File: config.mk
export PLATFORM = sky130hd
export DESIGN_NAME = hdmi_data_island_decoder
export DESIGN_NICKNAME = d
export VERILOG_FILES = /design/src/rtl/hdmi_data_island_decoder.sv
export SDC_FILE = /design/constraint.sdc
export NUM_CORES = 1
export LEC_CHECK = 0
export CORE_MARGIN = 10
export CORE_UTILIZATION = 65
export CTS_CLUSTER_SIZE = 16
export DETAILED_ROUTE_END_ITERATION = 12
export PLACE_DENSITY = 0.88
export SYNTH_ARGS = -nofsm -noshare
export SYNTH_HDL_FRONTEND = slang
export SYNTH_SLANG_ARGS = --single-unit
File: constraint.sdc
create_clock -name i_pixclk -period 19.32 [get_ports i_pixclk]
set_input_delay 1.932 -clock i_pixclk [delete_from_list [all_inputs] [get_ports i_pixclk]]
set_output_delay 1.932 -clock i_pixclk [all_outputs]
set_load 0.02 [all_outputs]
File: src/rtl/hdmi_data_island_decoder.sv
// HDMI data-island receive path: reframes TERC4 nibbles into 32-cycle packets,
// checks BCH parity, and extracts ACR (N/CTS) and 2-channel audio samples.
module hdmi_data_island_decoder #(
  parameter int MAX_PACKETS  = 18,
  parameter bit CHECK_PARITY = 1'b1
) (
  input  logic        i_pixclk,
  input  logic        i_reset,
  input  logic        i_data,
  input  logic [3:0]  i_d0,
  input  logic [3:0]  i_d1,
  input  logic [3:0]  i_d2,
  output logic        o_hSync,
  output logic        o_vSync,
  output logic        o_pkt_valid,
  output logic [23:0] o_pkt_hdr,
  output logic        o_hdr_ecc_ok,
  output logic [3:0]  o_sp_ecc_ok,
  output logic        o_acr_valid,
  output logic [19:0] o_n,
  output logic [19:0] o_cts,
  output logic        o_audio_valid,
  output logic [15:0] o_audioL,
  output logic [15:0] o_audioR,
  output logic        o_block_start,
  output logic [1:0]  o_cs_bit,
  output logic        o_parity_err
);

  localparam int IDXW = $clog2(MAX_PACKETS + 1);

  function automatic logic [7:0] bchStep(input logic [7:0] c, input logic b);
    return {c[6:0], 1'b0} ^ ((c[7] ^ b) ? 8'hC1 : 8'h00);
  endfunction

  logic [4:0]      cycCnt;
  logic [IDXW-1:0] pktIdx;
  logic            accepting;
  logic            first;
  logic            latch;

  logic [23:0] hdrSr, hdrSrNxt;
  logic [7:0]  hdrC, hdrCNxt, hdrCBase;
  logic        hdrOk, hdrOkNxt;
  logic [55:0] spSr [4];
  logic [55:0] spSrNxt [4];
  logic [7:0]  spC [4];
  logic [7:0]  spCNxt [4];
  logic [7:0]  spCBase [4];
  logic [3:0]  spOk, spOkNxt;

  assign accepting = (pktIdx != IDXW'(MAX_PACKETS));
  assign first     = (cycCnt == 5'd0);
  assign latch     = i_data && accepting && (cycCnt == 5'd31);
  assign hdrCBase  = first ? 8'h00 : hdrC;

  // Cycle 0 restarts every code: the LFSR base is zero and the ok flag is re-armed.
  always_comb begin
    hdrSrNxt = hdrSr;
    hdrCNxt  = {hdrCBase[6:0], 1'b0};
    hdrOkNxt = first | hdrOk;
    if (cycCnt < 5'd24) begin
      hdrSrNxt = {i_d0[2], hdrSr[23:1]};
      hdrCNxt  = bchStep(hdrCBase, i_d0[2]);
    end else if (i_d0[2] != hdrCBase[7]) begin
      hdrOkNxt = 1'b0;
    end
    for (int k = 0; k < 4; k++) begin
      spCBase[k] = first ? 8'h00 : spC[k];
      spSrNxt[k] = spSr[k];
      spCNxt[k]  = {spCBase[k][5:0], 2'b00};
      spOkNxt[k] = first | spOk[k];
      if (cycCnt < 5'd28) begin
        spSrNxt[k] = {i_d2[k], i_d1[k], spSr[k][55:2]};
        spCNxt[k]  = bchStep(bchStep(spCBase[k], i_d1[k]), i_d2[k]);
      end else if ((i_d1[k] != spCBase[k][7]) || (i_d2[k] != spCBase[k][6])) begin
        spOkNxt[k] = 1'b0;
      end
    end
  end

  // Packet-type decode on the fully assembled packet (valid while latch is high).
  logic        isAcr, isAudio;
  logic [3:0]  cand, parBad, keepMask;
  logic [15:0] newL [4];
  logic [15:0] newR [4];
  logic [1:0]  newCs [4];

  assign isAcr   = (hdrSr[7:0] == 8'h01) && hdrOkNxt && spOkNxt[0];
  assign isAudio = (hdrSr[7:0] == 8'h02) && hdrOkNxt;

  always_comb begin
    for (int k = 0; k < 4; k++) begin
      newL[k]     = spSr[k][23:8];
      newR[k]     = spSr[k][47:32];
      newCs[k]    = {spSr[k][54], spSr[k][50]};
      cand[k]     = isAudio && hdrSr[8+k] && spOkNxt[k];
      parBad[k]   = (^spSr[k][27:0]) | (^{spSr[k][51:48], spSr[k][47:24]});
      keepMask[k] = cand[k] && (!CHECK_PARITY || !parBad[k]);
    end
  end

  // Sample emission: first sample goes out with the packet pulse, the rest from hold registers.
  logic [15:0] holdL [4];
  logic [15:0] holdR [4];
  logic [1:0]  holdCs [4];
  logic [3:0]  holdB;
  logic [3:0]  pendMask, srcMask, selBit;
  logic [1:0]  selIdx;
  logic        selHit;
  logic [15:0] srcL, srcR;
  logic [1:0]  srcCs;
  logic        srcB;

  always_comb begin
    srcMask = latch ? keepMask : pendMask;
    selIdx  = 2'd0;
    for (int k = 3; k >= 0; k--) begin
      if (srcMask[k]) selIdx = 2'(k);
    end
    selHit = |srcMask;
    selBit = selHit ? (4'b0001 << selIdx) : 4'b0000;
    srcL   = latch ? newL[selIdx]  : holdL[selIdx];
    srcR   = latch ? newR[selIdx]  : holdR[selIdx];
    srcCs  = latch ? newCs[selIdx] : holdCs[selIdx];
    srcB   = latch ? hdrSr[20 + 32'(selIdx)] : holdB[selIdx];
  end

  always_ff @(posedge i_pixclk) begin
    if (i_reset) begin
      cycCnt        <= '0;
      pktIdx        <= '0;
      hdrSr         <= '0;
      hdrC          <= '0;
      hdrOk         <= 1'b0;
      spOk          <= '0;
      holdB         <= '0;
      pendMask      <= '0;
      o_hSync       <= 1'b0;
      o_vSync       <= 1'b0;
      o_pkt_valid   <= 1'b0;
      o_pkt_hdr     <= '0;
      o_hdr_ecc_ok  <= 1'b0;
      o_sp_ecc_ok   <= '0;
      o_acr_valid   <= 1'b0;
      o_n           <= '0;
      o_cts         <= '0;
      o_audio_valid <= 1'b0;
      o_audioL      <= '0;
      o_audioR      <= '0;
      o_block_start <= 1'b0;
      o_cs_bit      <= '0;
      o_parity_err  <= 1'b0;
      for (int k = 0; k < 4; k++) begin
        spSr[k]   <= '0;
        spC[k]    <= '0;
        holdL[k]  <= '0;
        holdR[k]  <= '0;
        holdCs[k] <= '0;
      end
    end else begin
      if (!i_data) begin
        cycCnt <= '0;
        pktIdx <= '0;
      end else begin
        cycCnt  <= cycCnt + 5'd1;
        o_hSync <= i_d0[0];
        o_vSync <= i_d0[1];
        hdrSr   <= hdrSrNxt;
        hdrC    <= hdrCNxt;
        hdrOk   <= hdrOkNxt;
        spOk    <= spOkNxt;
        for (int k = 0; k < 4; k++) begin
          spSr[k] <= spSrNxt[k];
          spC[k]  <= spCNxt[k];
        end
        if (latch) pktIdx <= pktIdx + IDXW'(1);
      end

      o_pkt_valid   <= latch;
      o_acr_valid   <= latch && isAcr;
      o_audio_valid <= selHit;
      pendMask      <= srcMask & ~selBit;
      o_parity_err  <= o_parity_err | (latch && |(cand & parBad));

      if (latch) begin
        o_pkt_hdr    <= hdrSr;
        o_hdr_ecc_ok <= hdrOkNxt;
        o_sp_ecc_ok  <= spOkNxt;
        holdB        <= hdrSr[23:20];
        for (int k = 0; k < 4; k++) begin
          holdL[k]  <= newL[k];
          holdR[k]  <= newR[k];
          holdCs[k] <= newCs[k];
        end
        if (isAcr) begin
          o_cts <= {spSr[0][11:8], spSr[0][23:16], spSr[0][31:24]};
          o_n   <= {spSr[0][35:32], spSr[0][47:40], spSr[0][55:48]};
        end
      end

      if (selHit) begin
        o_audioL      <= srcL;
        o_audioR      <= srcR;
        o_cs_bit      <= srcCs;
        o_block_start <= srcB;
      end
    end
  end

endmodule

==> flow_metrics.env <==
export IMPL_status="finished clean"
export IMPL_required_ns=19.81
export IMPL_place_gp_congestion=0.806
export IMPL_core_area_um2=38500
export IMPL_start_util=0.655
export IMPL_start_kind="primary input"
export IMPL_synth_compound_area_frac=0.0906
export IMPL_peakVddDrop_mv=0.0876
export IMPL_tns_ns=0
export IMPL_grt_overflow_total=0
export IMPL_cp_slowest_stage_delay_ns=0.95
export IMPL_async_flop_share=0
export IMPL_end_kind="flop"
export IMPL_final_common_cell="edfxtp_1"
export IMPL_syn_num_nets=2174
export IMPL_path_delay_family="buffers and inverters"
export IMPL_synth_xor_area_frac=0.0776
export IMPL_synthSimpleGateAreaFrac=0.164
export IMPL_arrival_ns=7.29
export IMPL_synth_edf_count=392
export IMPL_drt_iter0_drc=1828
export IMPL_syn_inst=2154
export IMPL_max_cap_violations=0
export IMPL_reg2regPathDepth=15
export IMPL_min_period_over_period=0.352
export IMPL_root_buffer="clkbuf_16"
export IMPL_antenna_diode_count=0
export IMPL_layout_nets=2233
export IMPL_clock_fmax_ghz=0.147
export IMPL_slew_headroom=0.169
export IMPL_syn2layout_area_growth_pct=13.2
export IMPL_die_w_um=217
export IMPL_synth_top_family_by_area="simple AND/OR/NAND/NOR gates"
export IMPL_grt_pass1_vias=16743
export IMPL_path_buf_inv=4
export IMPL_antenna_found_initial=1
export IMPL_synth_mux_area_frac=0.0433
export IMPL_drcViolationCount=0
export IMPL_crit_path_max_fanout=54
export IMPL_setup_viol=0
export IMPL_syn_avg_cell_area_um2=11.7
export IMPL_htreeDepth=2
export IMPL_rows=72
export IMPL_cp_endpoint="o_audioR[12]$_SDFFE_PP0P_"
export IMPL_ys_flop_type="edfxtp_1"
export IMPL_drt_total_wl_mm=59.3
export IMPL_cts_tree="built"
export IMPL_synth_seq_area_share=0.595
export IMPL_dp_hpwl_mm=36.3
export IMPL_rsz0062_at_grt="no"
export IMPL_fillerInstances=2319
export IMPL_synth_fa_ha_area_frac=0.00248
export IMPL_clock_path_buffers=3
export IMPL_grt_pass1_wl_mm=93.2
export IMPL_criticalPathCategory="in2reg"
export IMPL_crit_slowest_cell="clkdlybuf4s50_1"
export IMPL_r2r_start="cycCnt[0]$_SDFF_PN0_"
export IMPL_min_path_type="reg2reg"
export IMPL_hold_buffers=0
export IMPL_power_mw=2.79
export IMPL_grt_max_degree=246
export IMPL_clkLatencyLatePin_ns=0.60
export IMPL_path_depth=13
export IMPL_worst_slew_pin_slew_ns=1.25
export IMPL_cts_setup_buffers=0
export IMPL_crit_chain="clkdlybuf4s50_1 > o311ai_4 > buf_4 > nor3_1 > and4b_1 > or4b_1 > and3_1 > a21boi_4 > buf_4 > buf_4 > mux2i_1 > o221ai_2 > a22o_1"
export IMPL_path_clk_slew_ns=0.06
export IMPL_min_period_ns=6.80
export IMPL_drive_gt1_frac=0.0695
export IMPL_ys_seq_elements=553
export IMPL_startpoint="i_data"
export IMPL_rrSetupSlack_ns=13.54
export IMPL_fin_util=0.742
export IMPL_p_per_area_nw_per_um2=97.7
export IMPL_io_pin_count=125
export IMPL_wl_per_cell_um=21.4
export IMPL_yosys_cell_types_count=64
export IMPL_gr_usage_all_layers=0.248
export IMPL_reg2reg_to="o_audioR[12]$_SDFFE_PP0P_"
export IMPL_yosysWarnings=0
export IMPL_post_drt_via_cell_ratio=6.05
export IMPL_place_ws_ns=11.95
export IMPL_syn_area_um2=25200
export IMPL_cts_resized_gates=0
export IMPL_die_h_um=217
export IMPL_setup_slack_ns=12.52
export IMPL_power_leakage_nw=10.2
export IMPL_hold_start="o_n[3]$_SDFFE_PP0P_"
export IMPL_layout_common_cells="edfxtp_1 (392), and2_1 (366), nand2_1 (247)"
export IMPL_die_area_um2=47100
export IMPL_finalClockSkew_ns=0.0126
export IMPL_port_buffers=123
export IMPL_drv_slew=0
export IMPL_cts_made_buffers=53
export IMPL_vias=16806
export IMPL_cts_num_sinks=553
export IMPL_path_common_cell="buf_4"
export IMPL_dr_pass1_iters=7
export IMPL_drtAntennaViolNets=0
export IMPL_finalHoldViolations=0
-- state kept, by name (all words and copies together) (netlist names), 5 cells and up --
signal and cells:
holdL 64, spC 32, hdrC 8, o_cts 20, o_audioR 16, o_n 20
spSr 224, cycCnt 5, holdCs 8, o_pkt_hdr 20, pktIdx 5, o_audioL 16
holdR 64, hdrSr 24
-- metrics by stage --
stage	std cells	hold WS, ns	cell area (um2)
2_1_floorplan	2154	0.430	25200
3_3_place_gp	2676	0.438	26700
3_5_place_dp	2676	0.445	26700
4_1_cts	2776	0.452	28500
5_1_grt	2776	0.469	28500
6_report	2776	0.449	28500
-- synthesized netlist by cell type, types with 7 or more instances --
cell type	count	area, um2
and2_1	365	2280
o221ai_1	7	61.3
nor3_1	12	60.1
xnor2_1	169	1480
o22ai_1	35	219
o221ai_2	29	435
nand2_1	247	927
and3_1	22	138
buf_4	13	97.6
dfxtp_1	161	3220
buf_6	7	78.8
buf_1	8	30.0
xnor3_1	8	180
mux2i_1	109	1090
o21ai_0	44	220
clkbuf_1	100	375
inv_1	7	26.3
nor2_1	122	458
xor2_1	32	280
buf_2	9	45.0
a22o_1	46	403
a21oi_1	134	671
edfxtp_1	392	11800
-- worst register-to-register path: cells and delay by family (launching register included) --
kind	cells	cell delay (ns)
AOI/OAI and AO/OA	4	1.12
adders and majority gates	1	0.17
buffers and inverters	4	2.02
DFF	1	0.34
muxes	1	0.49
and+or+nand+nor	5	1.55
-- cell families (layout without fill, tap and decap cells) --
logic type / Yosys count / count (layout)
xor+xnor: 210 / 210
compound gates: 326 / 326
other cells: 1 / 1
fa+ha+maj: 5 / 5
simple gates: 805 / 805
mux: 109 / 109
buf+inv: 145 / 249
flops: 553 / 553
-- area by class of cell --
class                      instances  area (um2)  area share
sequential                       553       15000       0.525
timing repair buffer             142        1380      0.0485
clock buffer                      71        1560      0.0547
inverter                           7        26.3    0.000921
multi-input combinational       1456        9620       0.337
tap                              518         648      0.0227
clock inverter                    29         308      0.0108
-- worst min path at each step --
stage / to / slack [ns] / cells past startpoint
2_1_floorplan: cycCnt[0]$_SDFF_PN0_ / 0.43 / 1
5_1_grt: o_n[16]$_SDFFE_PP0P_ / 0.47 / 2
6_report: o_n[3]$_SDFFE_PP0P_ / 0.45 / 2
4_1_cts: o_n[3]$_SDFFE_PP0P_ / 0.45 / 2
3_3_place_gp: o_n[2]$_SDFFE_PP0P_ / 0.44 / 2
3_5_place_dp: o_n[3]$_SDFFE_PP0P_ / 0.44 / 2
-- power breakdown --
part | internal (mW) | switching [mW] | leakage, nW
logic | 0.139 | 0.172 | 3.85
registers | 1.33 | 0.0479 | 5.45
clock network | 0.649 | 0.453 | 0.935
total | 2.12 | 0.673 | 10.2
-- metal layers --
metal / up-vias / track usage / part of all wire / wire length, um
li1: 7631 / - / - / -
met1: 8304 / 0.329 / 0.41 / 24100
met2: 754 / 0.395 / 0.48 / 28200
met3: 117 / 0.0659 / 0.095 / 5620
met4: 0 / 0.0720 / 0.023 / 1370
met5: - / 0 / 0 / 0
(Power assumes the default switching activity.)
